<file path="src/rtl/outbox_uart_tx.sv">
// outbox_uart_tx: OUTBOX byte FIFO drained onto a UART tx line as 8N1 frames.
// Define OUTBOX_PARITY_EN to insert an even-parity bit between data and stop (8E1).
module outbox_uart_tx #(
    parameter int DEPTH        = 8,
    parameter int CLKS_PER_BIT = 104
) (
    input  logic                   clk,
    input  logic                   i_rst_n,
    input  logic                   wO,
    input  logic [7:0]             data,
    output logic                   outFull,
    output logic                   empty,
    output logic [$clog2(DEPTH):0] count,
    output logic                   ovf,
    output logic                   tx,
    output logic                   busy
);

    localparam int AW = $clog2(DEPTH);
    localparam int BW = $clog2(CLKS_PER_BIT);
    localparam logic [AW:0]   FULL_CNT  = (AW+1)'(DEPTH);
    localparam logic [BW-1:0] BAUD_LAST = BW'(CLKS_PER_BIT - 1);

    typedef enum logic [2:0] {
        S_IDLE   = 3'd0,
        S_LOAD   = 3'd1,
        S_START  = 3'd2,
        S_DATA   = 3'd3,
`ifdef OUTBOX_PARITY_EN
        S_PARITY = 3'd4,
`endif
        S_STOP   = 3'd5
    } state_t;

    state_t        state_q;
    state_t        state_nx;
    logic [AW-1:0] wr_ptr_q;
    logic [AW-1:0] rd_ptr_q;
    logic [AW:0]   count_q;
    logic          ovf_q;
    logic [BW-1:0] baud_q;
    logic [2:0]    bit_q;
    logic [7:0]    mem [DEPTH];
    logic [7:0]    shreg_q;
`ifdef OUTBOX_PARITY_EN
    logic          par_q;
`endif
    logic          push;
    logic          pop;
    logic          bit_end;
    logic          timed;

    function automatic logic [AW-1:0] ptr_inc(input logic [AW-1:0] p);
        return p + AW'(1);
    endfunction

`ifdef OUTBOX_PARITY_EN
    function automatic logic even_parity(input logic [7:0] b);
        return ^b;
    endfunction
`endif

    // outFull is judged on the registered count, so a push on a full FIFO is
    // rejected even when the transmitter pops on the same edge.
    assign outFull = (count_q == FULL_CNT);
    assign empty   = (count_q == '0);
    assign count   = count_q;
    assign ovf     = ovf_q;
    assign push    = wO && !outFull;
    assign pop     = (state_q == S_LOAD);
    assign bit_end = (baud_q == BAUD_LAST);

    always_ff @(posedge clk or negedge i_rst_n) begin
        if (!i_rst_n) begin
            wr_ptr_q <= '0;
            rd_ptr_q <= '0;
            count_q  <= '0;
            ovf_q    <= 1'b0;
        end else begin
            if (push)
                wr_ptr_q <= ptr_inc(wr_ptr_q);
            if (pop)
                rd_ptr_q <= ptr_inc(rd_ptr_q);
            case ({push, pop})
                2'b10:   count_q <= count_q + (AW+1)'(1);
                2'b01:   count_q <= count_q - (AW+1)'(1);
                default: count_q <= count_q;
            endcase
            if (wO && outFull)
                ovf_q <= 1'b1;
        end
    end

    always_ff @(posedge clk) begin
        if (push)
            mem[wr_ptr_q] <= data;
    end

    always_ff @(posedge clk) begin
        if (pop) begin
            shreg_q <= mem[rd_ptr_q];
`ifdef OUTBOX_PARITY_EN
            par_q   <= even_parity(mem[rd_ptr_q]);
`endif
        end else if (state_q == S_DATA && bit_end) begin
            shreg_q <= {1'b0, shreg_q[7:1]};
        end
    end

    always_ff @(posedge clk or negedge i_rst_n) begin
        if (!i_rst_n)
            state_q <= S_IDLE;
        else
            state_q <= state_nx;
    end

    // Baud counter restarts at every bit boundary; state changes only happen there.
    always_ff @(posedge clk or negedge i_rst_n) begin
        if (!i_rst_n) begin
            baud_q <= '0;
            bit_q  <= '0;
        end else begin
            if (timed && !bit_end)
                baud_q <= baud_q + BW'(1);
            else
                baud_q <= '0;
            if (state_q != S_DATA)
                bit_q <= '0;
            else if (bit_end)
                bit_q <= bit_q + 3'd1;
        end
    end

    always_comb begin
        state_nx = state_q;
        case (state_q)
            S_IDLE:   if (!empty) state_nx = S_LOAD;
            S_LOAD:   state_nx = S_START;
            S_START:  if (bit_end) state_nx = S_DATA;
            S_DATA: begin
                if (bit_end && bit_q == 3'd7) begin
`ifdef OUTBOX_PARITY_EN
                    state_nx = S_PARITY;
`else
                    state_nx = S_STOP;
`endif
                end
            end
`ifdef OUTBOX_PARITY_EN
            S_PARITY: if (bit_end) state_nx = S_STOP;
`endif
            S_STOP:   if (bit_end) state_nx = S_IDLE;
            default:  state_nx = S_IDLE;
        endcase
    end

    always_comb begin
        tx    = 1'b1;
        busy  = 1'b0;
        timed = 1'b0;
        case (state_q)
            S_LOAD: busy = 1'b1;
            S_START: begin
                tx    = 1'b0;
                busy  = 1'b1;
                timed = 1'b1;
            end
            S_DATA: begin
                tx    = shreg_q[0];
                busy  = 1'b1;
                timed = 1'b1;
            end
`ifdef OUTBOX_PARITY_EN
            S_PARITY: begin
                tx    = par_q;
                busy  = 1'b1;
                timed = 1'b1;
            end
`endif
            S_STOP: begin
                busy  = 1'b1;
                timed = 1'b1;
            end
            default: begin
                tx    = 1'b1;
                busy  = 1'b0;
                timed = 1'b0;
            end
        endcase
    end

endmodule

</file>
<file path="config.mk">
export PLATFORM = sky130hd
export DESIGN_NAME = outbox_uart_tx
export DESIGN_NICKNAME = d
export VERILOG_FILES = /design/src/rtl/outbox_uart_tx.sv
export SDC_FILE = /design/constraint.sdc
export NUM_CORES = 1
export LEC_CHECK = 0
export BUFFER_PORTS_ARGS = -buffer_cell sky130_fd_sc_hd__buf_2
export CORE_ASPECT_RATIO = 0.6
export CORE_MARGIN = 1
export CORE_UTILIZATION = 40
export DETAILED_ROUTE_END_ITERATION = 12
export SLEW_MARGIN = 20
export SYNTH_ARGS = -nofsm -noshare
export SYNTH_HDL_FRONTEND = slang
export SYNTH_SLANG_ARGS = --single-unit
</file>
<file path="constraint.sdc">
create_clock -name clk -period 4.5 [get_ports clk]
set_input_delay 0.9 -clock clk [delete_from_list [all_inputs] [get_ports clk]]
set_output_delay 0.9 -clock clk [all_outputs]
set_load 0.01 [all_outputs]
</file>
==> results, run 1 <==
- The number of gates resized after CTS is 0.
- Once detail routing completed, the nets flagged for antenna violations numbered 0.
- The data arrival time of the critical path is 2.81 ns.
- The clock sink total is 96.
- Clock tree synthesis inserted a total of 9 buffers.
- The post-CTS setup repair buffer count is 0.
- For this run, global-route usage on met3 was measured as 5.37%.
- No sink is reached through more buffers than the 2 on the longest clock path.
- At the placement stage, the worst setup path has a slack of 1.71 ns.
- The die boundary height is 80.2 um.
- Routability-driven placement finished with a final weighted congestion of 0.762.
- The multiplexer fraction of the synthesized cell area is 9.00%.
- The gate count of the mapped netlist is 278.
- The internal portion of the total power is 1.89 mW.
- The nature of the critical path endpoint is a flip-flop.
- The detailed router placed 2236 vias in this run.
- The fraction of final layout cells with drive strength greater than 1 is 16.4%.
- The post-route setup TNS is 0 ns.
- The x dimension of the die is 132 um.
- The slowest stage of the critical path belongs to the cell dfrtp_1.
- The clock transition at the registers of the reported paths is 0.06 ns.
- The met1 track demand over resource in global routing is 26.5%.
- Traced cell by cell, the critical path runs through and2b_1 -> nand2b_1 -> inv_2 -> ha_1 -> xor2_1 -> ha_1 -> a21oi_1 -> xor2_1 -> nor2_1 -> xor2_1.
- The number of antenna violations at the first check in global routing is 0.
- The source-to-sink clock delay at the later pin of the worst-skew pair is 0.34 ns.
- In this run the critical register-to-register path is captured at count[2].
- The floorplan step defined a core boundary enclosing 9880 um2.
- The worst hold path terminates at baud_q[0].
- A synthesized cell averages 14.6 um2.
- The startpoint identified for the worst hold timing path is baud_q[0].
- The fmax is 0.386 GHz.
- STA puts the critical path data required time at 4.72 ns.
- In this run the static leakage power is 1.74 nW.
- Counting every net in the synthesized netlist gives 297.
- The number of H-tree levels is 3.
- The fraction of the mapped netlist area in compound gates is 4.52%.
- The number of DRC markers in iteration 0 is 133.
- Summed over all layers, the routed wires come to 7850 um.
- The max-capacitance violation count is 0.
- Of the total synthesized cell area, the portion taken by full adders, half adders and majority gates is 2.46%.
- Before antenna repair, the detailed router went through 4 iterations.
- Port buffering added 19 buffers.
- Counting instances, the worst hold path has a depth of 1.
- The mapped netlist covers 4070 um2.
- The run finished with clean final reports.
- The final count of hold timing violations came to 0.
- The maximum VDD drop is 296 uV.
- In this run the critical register-to-register path is launched from state_q[0].
- The count of yosys warnings during synthesis is 0.
- The critical path in this run is classified as flip-flop to flip-flop.
- The number of nets in the finished design is 319.
- For the final database, setup skew stands at 0.00462 ns.
- The shortest clock period the worst path allows after layout is 2.59 ns.
- The number of different library cells used by synthesis comes to 42.
- Dividing the detail-routed wire length by the instance count gives 17.9 um.
- After clock tree synthesis, the flow added hold-fix buffers numbering 0.
- The die covers 10600 um2.
- 20 I/O pins were placed.
- Net switching is 30.8% of the power.
- The number of max-slew violations in the final report is 0.
- After layout, the worst path uses 57.6% of the clock period.
- The initial core utilization is 41.2%.
- The clock tree from TritonCTS is yes.
- In the routed design, unresolved DRC markers number 0.
- The sequential share of power is 48.5%.
- In this design, the stage delay of the slowest critical-path cell is 0.48 ns.
- Dividing total power by cell area gives a power density of 591 nW/um2.
- From synthesis to final layout, the design area changed by 13.7%.
- The switching power is 0.842 mW.
- The pin count of the biggest net entering global routing is 25.
- Combinational logic burns 22.3% of the power.
- The xor/xnor cell area share of the yosys netlist is 3.01%.
- The number of antenna diodes in the final layout is 0.
- Summed over all nets, the half-perimeter wirelength after detailed placement is 5420 um.
- Of all nets on the critical path, the largest fanout is 11.
- The number of cells on the worst reg-to-reg path is 10.
- The number of global-route vias before repair is 2079.
- The cell that appears most often on the critical path is xor2_1.
- For the pin with the worst max-slew slack, the measured transition is 0.938 ns.
- Global routing finished with a remaining overflow of 0.
- Of the total power, the clock network draws 29.2%.
- Counting flops and latches in the post-synthesis netlist gives 96.
- Tracing the worst setup path back leads to its startpoint at state_q[0].
- The worst hold path class is flip-flop to flip-flop.
- The cell at the root of the clock tree is clkbuf_16.
- The worst path meets setup with 1.91 ns of slack.
- The share of the Yosys chip area taken by registers is 67.8%.
- The met2 demand-to-capacity share in global routing is 19.5%.
- After synthesis, the largest family of logic cells by area is simple AND/OR/NAND/NOR gates.
- For this run, the total global-route usage over all layers was measured as 16.5%.
- Setup repair after global routing left no endpoint under its margin.
- Using the TritonRoute via totals, the vias-per-cell ratio works out to 5.09.
- In this run the tightest slew margin relative to its limit is 37.0%.
- The global-route wire length before repair is 12300 um.
- The number of placement rows is 28.
- After global routing, the most crowded layer is met1.
- After Yosys synthesis, and, or, nand and nor cells account for 11.5% of the synthesized area.
- For flop-to-flop paths, the worst setup slack is 1.91 ns.
- The total of endpoints with negative setup slack in the final report is 0.
- The startpoint type of the worst setup path is a flip-flop.
==> sequential cells by signal, indices dropped and copies added, names as in the netlist <==
register	flops
bit_q	3
wr_ptr_q	3
ovf	1
count	4
rd_ptr_q	3
shreg_q	8
baud_q	7
state_q	3
mem	64
==> layout make-up <==
type	count	area (um2)
Multi-Input combinational cell	170	1270
Tap cell	135	169
Fill cell	881	5250
Sequential cell	96	2760
Timing Repair Buffer	20	103
Clock inverter	6	85.1
Inverter	3	11.3
Clock buffer	9	225
==> power groups by stage <==
stage	combinational [mW]	clock [mW]	sequential (mW)
after floorplan	0.511	0	1.25
after global placement	0.598	0	1.34
after detailed placement	0.607	0	1.34
after CTS	0.611	0.812	1.32
after global routing	0.672	0.851	1.35
final	0.611	0.798	1.33
==> stage by stage <==
| step | cell area (um2) | std cells | power [mW] | hold slack, ns | util (%) |
|---|---|---|---|---|---|
| detailed placement | 4290 | 424 | 1.95 | 0.441 | 43.5 |
| global placement | 4290 | 424 | 1.93 | 0.437 | 43.5 |
| CTS | 4600 | 439 | 2.75 | 0.453 | 46.6 |
| finish | 4630 | 439 | 2.74 | 0.448 | 46.9 |
| floorplan | 4070 | 278 | 1.76 | 0.422 | - |
| global route | 4630 | 439 | 2.87 | 0.473 | 46.9 |
==> cell usage after synthesis <==
master / n / share of area [%]
a21oi_1: 3 / 0.37
nand2_1: 28 / 2.6
nand3b_1: 1 / 0.18
nand3_1: 11 / 1.4
nor4b_1: 1 / 0.22
edfxtp_1: 72 / 53
xor2_1: 6 / 1.3
a21o_1: 1 / 0.18
a41oi_1: 1 / 0.22
mux2i_1: 31 / 7.6
nor4_1: 2 / 0.31
o21ai_0: 5 / 0.61
and3_1: 1 / 0.15
ha_1: 8 / 2.5
or3b_1: 1 / 0.22
xnor2_1: 8 / 1.7
nor3_1: 4 / 0.49
buf_4: 1 / 0.18
inv_2: 2 / 0.18
nand2b_1: 5 / 0.77
nand3_2: 1 / 0.25
or2_2: 1 / 0.15
o31ai_1: 1 / 0.18
nor4bb_1: 1 / 0.25
buf_2: 4 / 0.49
inv_1: 1 / 0.092
mux4_2: 2 / 1.1
and2b_1: 2 / 0.37
nor2_1: 15 / 1.4
dfrtp_1: 24 / 15
nor3b_1: 2 / 0.37
o21bai_1: 1 / 0.18
mux2_2: 1 / 0.28
buf_6: 2 / 0.55
a22oi_1: 14 / 2.6
nor3b_4: 1 / 0.46
a21boi_0: 1 / 0.18
nor2b_1: 7 / 1.1
and2_1: 1 / 0.15
or4_1: 1 / 0.18
clkbuf_1: 2 / 0.18
nor4b_4: 1 / 0.58
==> per-layer routing <==
metal,wire [um],vias up
li1,-,1074
met1,4310,1103
met2,3020,57
met3,498,2
met4,32,0
met5,0,-
==> worst max-delay path: cells and delay by family, from the launching register on <==
kind,cells,cell delay [ns]
fa+ha+maj,2,0.51
compound gates,1,0.15
buf+inv,1,0.22
flops,1,0.48
simple gates,3,0.64
xor+xnor,3,0.46
==> worst max path at each step <==
stage          slack (ns)  cells past startpoint   endpoint
2_1_floorplan        2.02                      3  mem[0][0]
3_3_place_gp         1.78                      4  mem[4][3]
3_5_place_dp         1.71                      4  mem[4][6]
4_1_cts              1.87                      2      empty
5_1_grt              1.72                     10   count[2]
6_report             1.91                     10   count[2]
==> kinds of logic after synthesis <==
kind of cell,after synthesis
AO/OA/AOI/OAI,27
XOR/XNOR,14
adder cells (fa/ha/maj),8
buffers and inverters,12
flip-flops,96
multiplexers,34
AND/OR/NAND/NOR,87
==> placed cells by master (no fill, tap or decap), types with 2 or more instances in the layout <==
| cell | n |
|---|---|
| mux2i_1 | 31 |
| edfxtp_1 | 72 |
| ha_1 | 8 |
| o21ai_0 | 5 |
| buf_2 | 19 |
| a21oi_1 | 3 |
| nand2b_1 | 5 |
| and2b_1 | 2 |
| a22oi_1 | 14 |
| nor2b_1 | 7 |
| bufinv_16 | 2 |
| inv_2 | 2 |
| clkbuf_16 | 9 |
| nor3_2 | 4 |
| dfrtp_1 | 23 |
| mux4_2 | 2 |
| xnor2_1 | 8 |
| nor2_1 | 15 |
| nand2_1 | 28 |
| xor2_1 | 6 |
| nand3_1 | 11 |
Power figures use the tool's default switching activity.
==> run 2, diff against run 1 <==
clock period = 2.24 ns   (was 4.5 ns; I/O delays follow)
==> run 2 against run 1 <==
Die area unchanged. Clock skew grew 0.0014 ns. Sequential cell count is the same. Sequential power increased by 89%. Non-clock buffer count grew 29. Wire length rose by 0.38%. Total power up 100%. Hold slack got worse by 0.36 ns. Utilization rose by 1.7 points. Maximum frequency rose by 25%.
==> results, run 2 (synthesis results as in run 1) <==
- The per-cell routed wire length was 16.8 um (-6.0%).
- In this run the worst setup path begins at count[1].
- The post-route standard cell area excluding fillers is 4800 um2 (+3.7%).
- The dominant cell type by count on the critical path is xor2_1.
- The critical path goes through nor4b_4 -> nor2b_1 -> inv_2 -> ha_2 -> xor2_1 -> ha_1 -> a21oi_1 -> xor2_1 -> nor2_1 -> xor2_1.
- The total global-route track usage is 16.5% (about the same).
- The final wirelength is 7880 um (+0.38%).
- The total congestion overflow is 0 (unchanged).
- The last weighted congestion value of the routability-driven placer was 0.735 (-3.6%).
- The cell at the root of the clock tree is clkbuf_16.
- The ratio of total power to cell area was 1150 nW/um2 (+95%).
- The data arrival time of the critical path is 2.30 ns (-0.51 ns).
- Leaving out fill and tap cells, the most frequent cell in the layout is edfxtp_1.
- The delay contributed by the slowest stage of the critical path is 0.41 ns (-0.07 ns).
- The area overhead of the layout relative to synthesis is 17.9%.
- The global-route wire length before repair is 12700 um (+3.3%).
- The instance area at placement is 4510 um2 (+5.0%).
- The number of global-route vias before repair is 2341 (+13%).
- The worst hold path belongs to the class input port to async pin.
- The number of nets in the finished design is 348 (+9.1%).
- The count of port buffers added during placement is 19 (unchanged).
- The largest registers in the layout are mem (64), shreg_q (8), baud_q (7).
- The die boundary height is 80.2 um (unchanged).
- The standby leakage power was 1.87 nW (+7.6%).
- Setup repair after global routing left no endpoint under its margin.
- The highest fanout seen on the critical path was 5 (-6).
- The x dimension of the die came to 132 um (unchanged).
- The number of placement rows is 28 (unchanged).
- The number of filler cells placed in the layout was 881 (unchanged).
- The cell with the biggest individual delay on the critical path is dfrtp_1.
- In the layout the commonest cells are edfxtp_1, mux2i_1, buf_4.
- The source-to-sink clock delay at the later pin of the worst-skew pair is 0.34 ns (about the same).
- The number of H-tree levels is 3 (unchanged).
- The portion of the clock cycle consumed by the worst path in the final layout is 92.7% (+35 points).
- The fmax is 0.482 GHz (+25%).
- The I/O pin count came to 20 (unchanged).
- The number of gates resized after CTS is 0 (unchanged).
- The number of nets still failing antenna checks after routing is 0 (unchanged).
- The number of CTS-inserted buffers is 9 (unchanged).
- The max-capacitance violation count came to 0 (unchanged).
- The number of search-and-repair iterations in the first detailed-routing pass is 4 (unchanged).
- The transition time at the pin with the least slew margin was 0.558 ns (-0.380 ns).
- The post-route setup TNS was 0 ns (unchanged).
- The relative slew slack is 62.8% (+26 points).
- The placed wire-length estimate is 5370 um (-1.0%).
- The maximum clock insertion buffer count is 2 (unchanged).
- The number of antenna violations at the first check in global routing came to 0 (unchanged).
- The internal reg-to-reg setup slack came to 0.16 ns (-1.74 ns).
- The area of the placeable core is 9880 um2 (unchanged).
- The clock sink total is 96 (unchanged).
- The die area is 10600 um2 (unchanged).
- The maximum VDD drop came to 497 uV (+68%).
- The pin count of the biggest net entering global routing is 25 (unchanged).
- The antenna diode count is 0 (unchanged).
- The startpoint type of the worst setup path is a flip-flop.
- The total of endpoints with negative setup slack in the final report is 0 (unchanged).
- The via count of the routed design came to 2324 (+3.9%).
- The clock transition at the registers of the reported paths is 0.06 ns (about the same).
- The buffering stage count on the worst path with inverters included is 1 (unchanged).
- The worst hold slack came to 0.0921 ns (-0.356 ns).
- The nature of the critical path endpoint is a flip-flop.
- The shortest clock period the worst path allows after layout is 2.08 ns (-0.516 ns).
- The number of max-slew violations in the final report is 0 (unchanged).
- The flow ran to the end, and the final reports show no timing, DRC or antenna violations.
- The ratio of routed vias to standard cells came to 4.96 (-2.7%).
- Ranked by flip-flop count, first place goes to mem.
- The final worst clock skew is 0.00604 ns (+0.00142 ns).
- In this run the critical register-to-register path is launched from count[1].
- The final count of hold timing violations is 0 (unchanged).
- The initial core utilization came to 41.2% (unchanged).
- The critical path class is flip-flop to flip-flop.
- The fraction of final layout cells with drive strength greater than 1 is 22.2% (+5.7 points).
- The number of DRC markers in iteration 0 is 197 (+48%).
- The required time at the worst-slack endpoint is 2.46 ns (-2.26 ns).
- Among cell families on the critical path, the largest total delay comes from simple AND/OR/NAND/NOR gates.
- The post-route DRC violation count was 0 (unchanged).
- The number of flip-flops in the largest register is 64 (unchanged).
- The clock tree from TritonCTS is yes.
-- run 2: changes by cell type in the layout (fill, tap and decap cells not counted), moves of 2 or more --
cell | previous run | this run
clkbuf_1 | 0 | 2
nor3_2 | 4 | 0
buf_4 | 1 | 30
nor3_1 | 0 | 4
-- run 2: worst paths after layout --
path / end / cells after the start
max in group asynchronous: baud_q[1] / 1
max reg2reg: count[2] / 10
min: count[1] / 1
min reg2reg: ovf / 1
max: count[2] / 10
min in group clk: ovf / 2
-- run 2: repair_timing --
action | in CTS | in global routing
endpoints found under the setup margin | 0 | 2
setup buffers | 0 | 1
hold buffers | 0 | 0
-- run 2: report_power, final --
group / internal, mW / switching, mW / leakage (nW)
logic: 0.714 / 0.809 / 0.788
clock network: 0.866 / 0.627 / 0.140
registers: 2.26 / 0.245 / 0.942
total: 3.84 / 1.68 / 1.87
-- run 2: stage by stage --
step | total power [mW] | util [%] | instances | worst slack, ns
after CTS | 5.57 | 48.5 | 468 | 0.111
after floorplan | 3.54 | - | 278 | 0.0137
after global routing | 5.82 | 48.6 | 469 | 0.00960
after global placement | 4.02 | 45.6 | 452 | 0.222
final | 5.53 | 48.6 | 469 | 0.164
after detailed placement | 4.07 | 45.6 | 452 | 0.148
-- run 2: layer usage --
| layer | wire (um) | track usage, % | vias to the layer above |
|---|---|---|---|
| li1 | - | - | 1132 |
| met1 | 4160 | 24.3 | 1139 |
| met2 | 3230 | 23.2 | 43 |
| met3 | 386 | 4.55 | 10 |
| met4 | 104 | 5.52 | 0 |
| met5 | 0 | 0 | - |
-- run 2: layout make-up --
type	count	area [um2]	share of cell area, %
Clock buffer	11	233	4.85
Clock inverter	5	56.3	1.17
Inverter	3	11.3	0.234
Multi-Input combinational cell	170	1250	26.0
Sequential cell	96	2760	57.5
Tap cell	135	169	3.52
Timing Repair Buffer	49	320	6.67
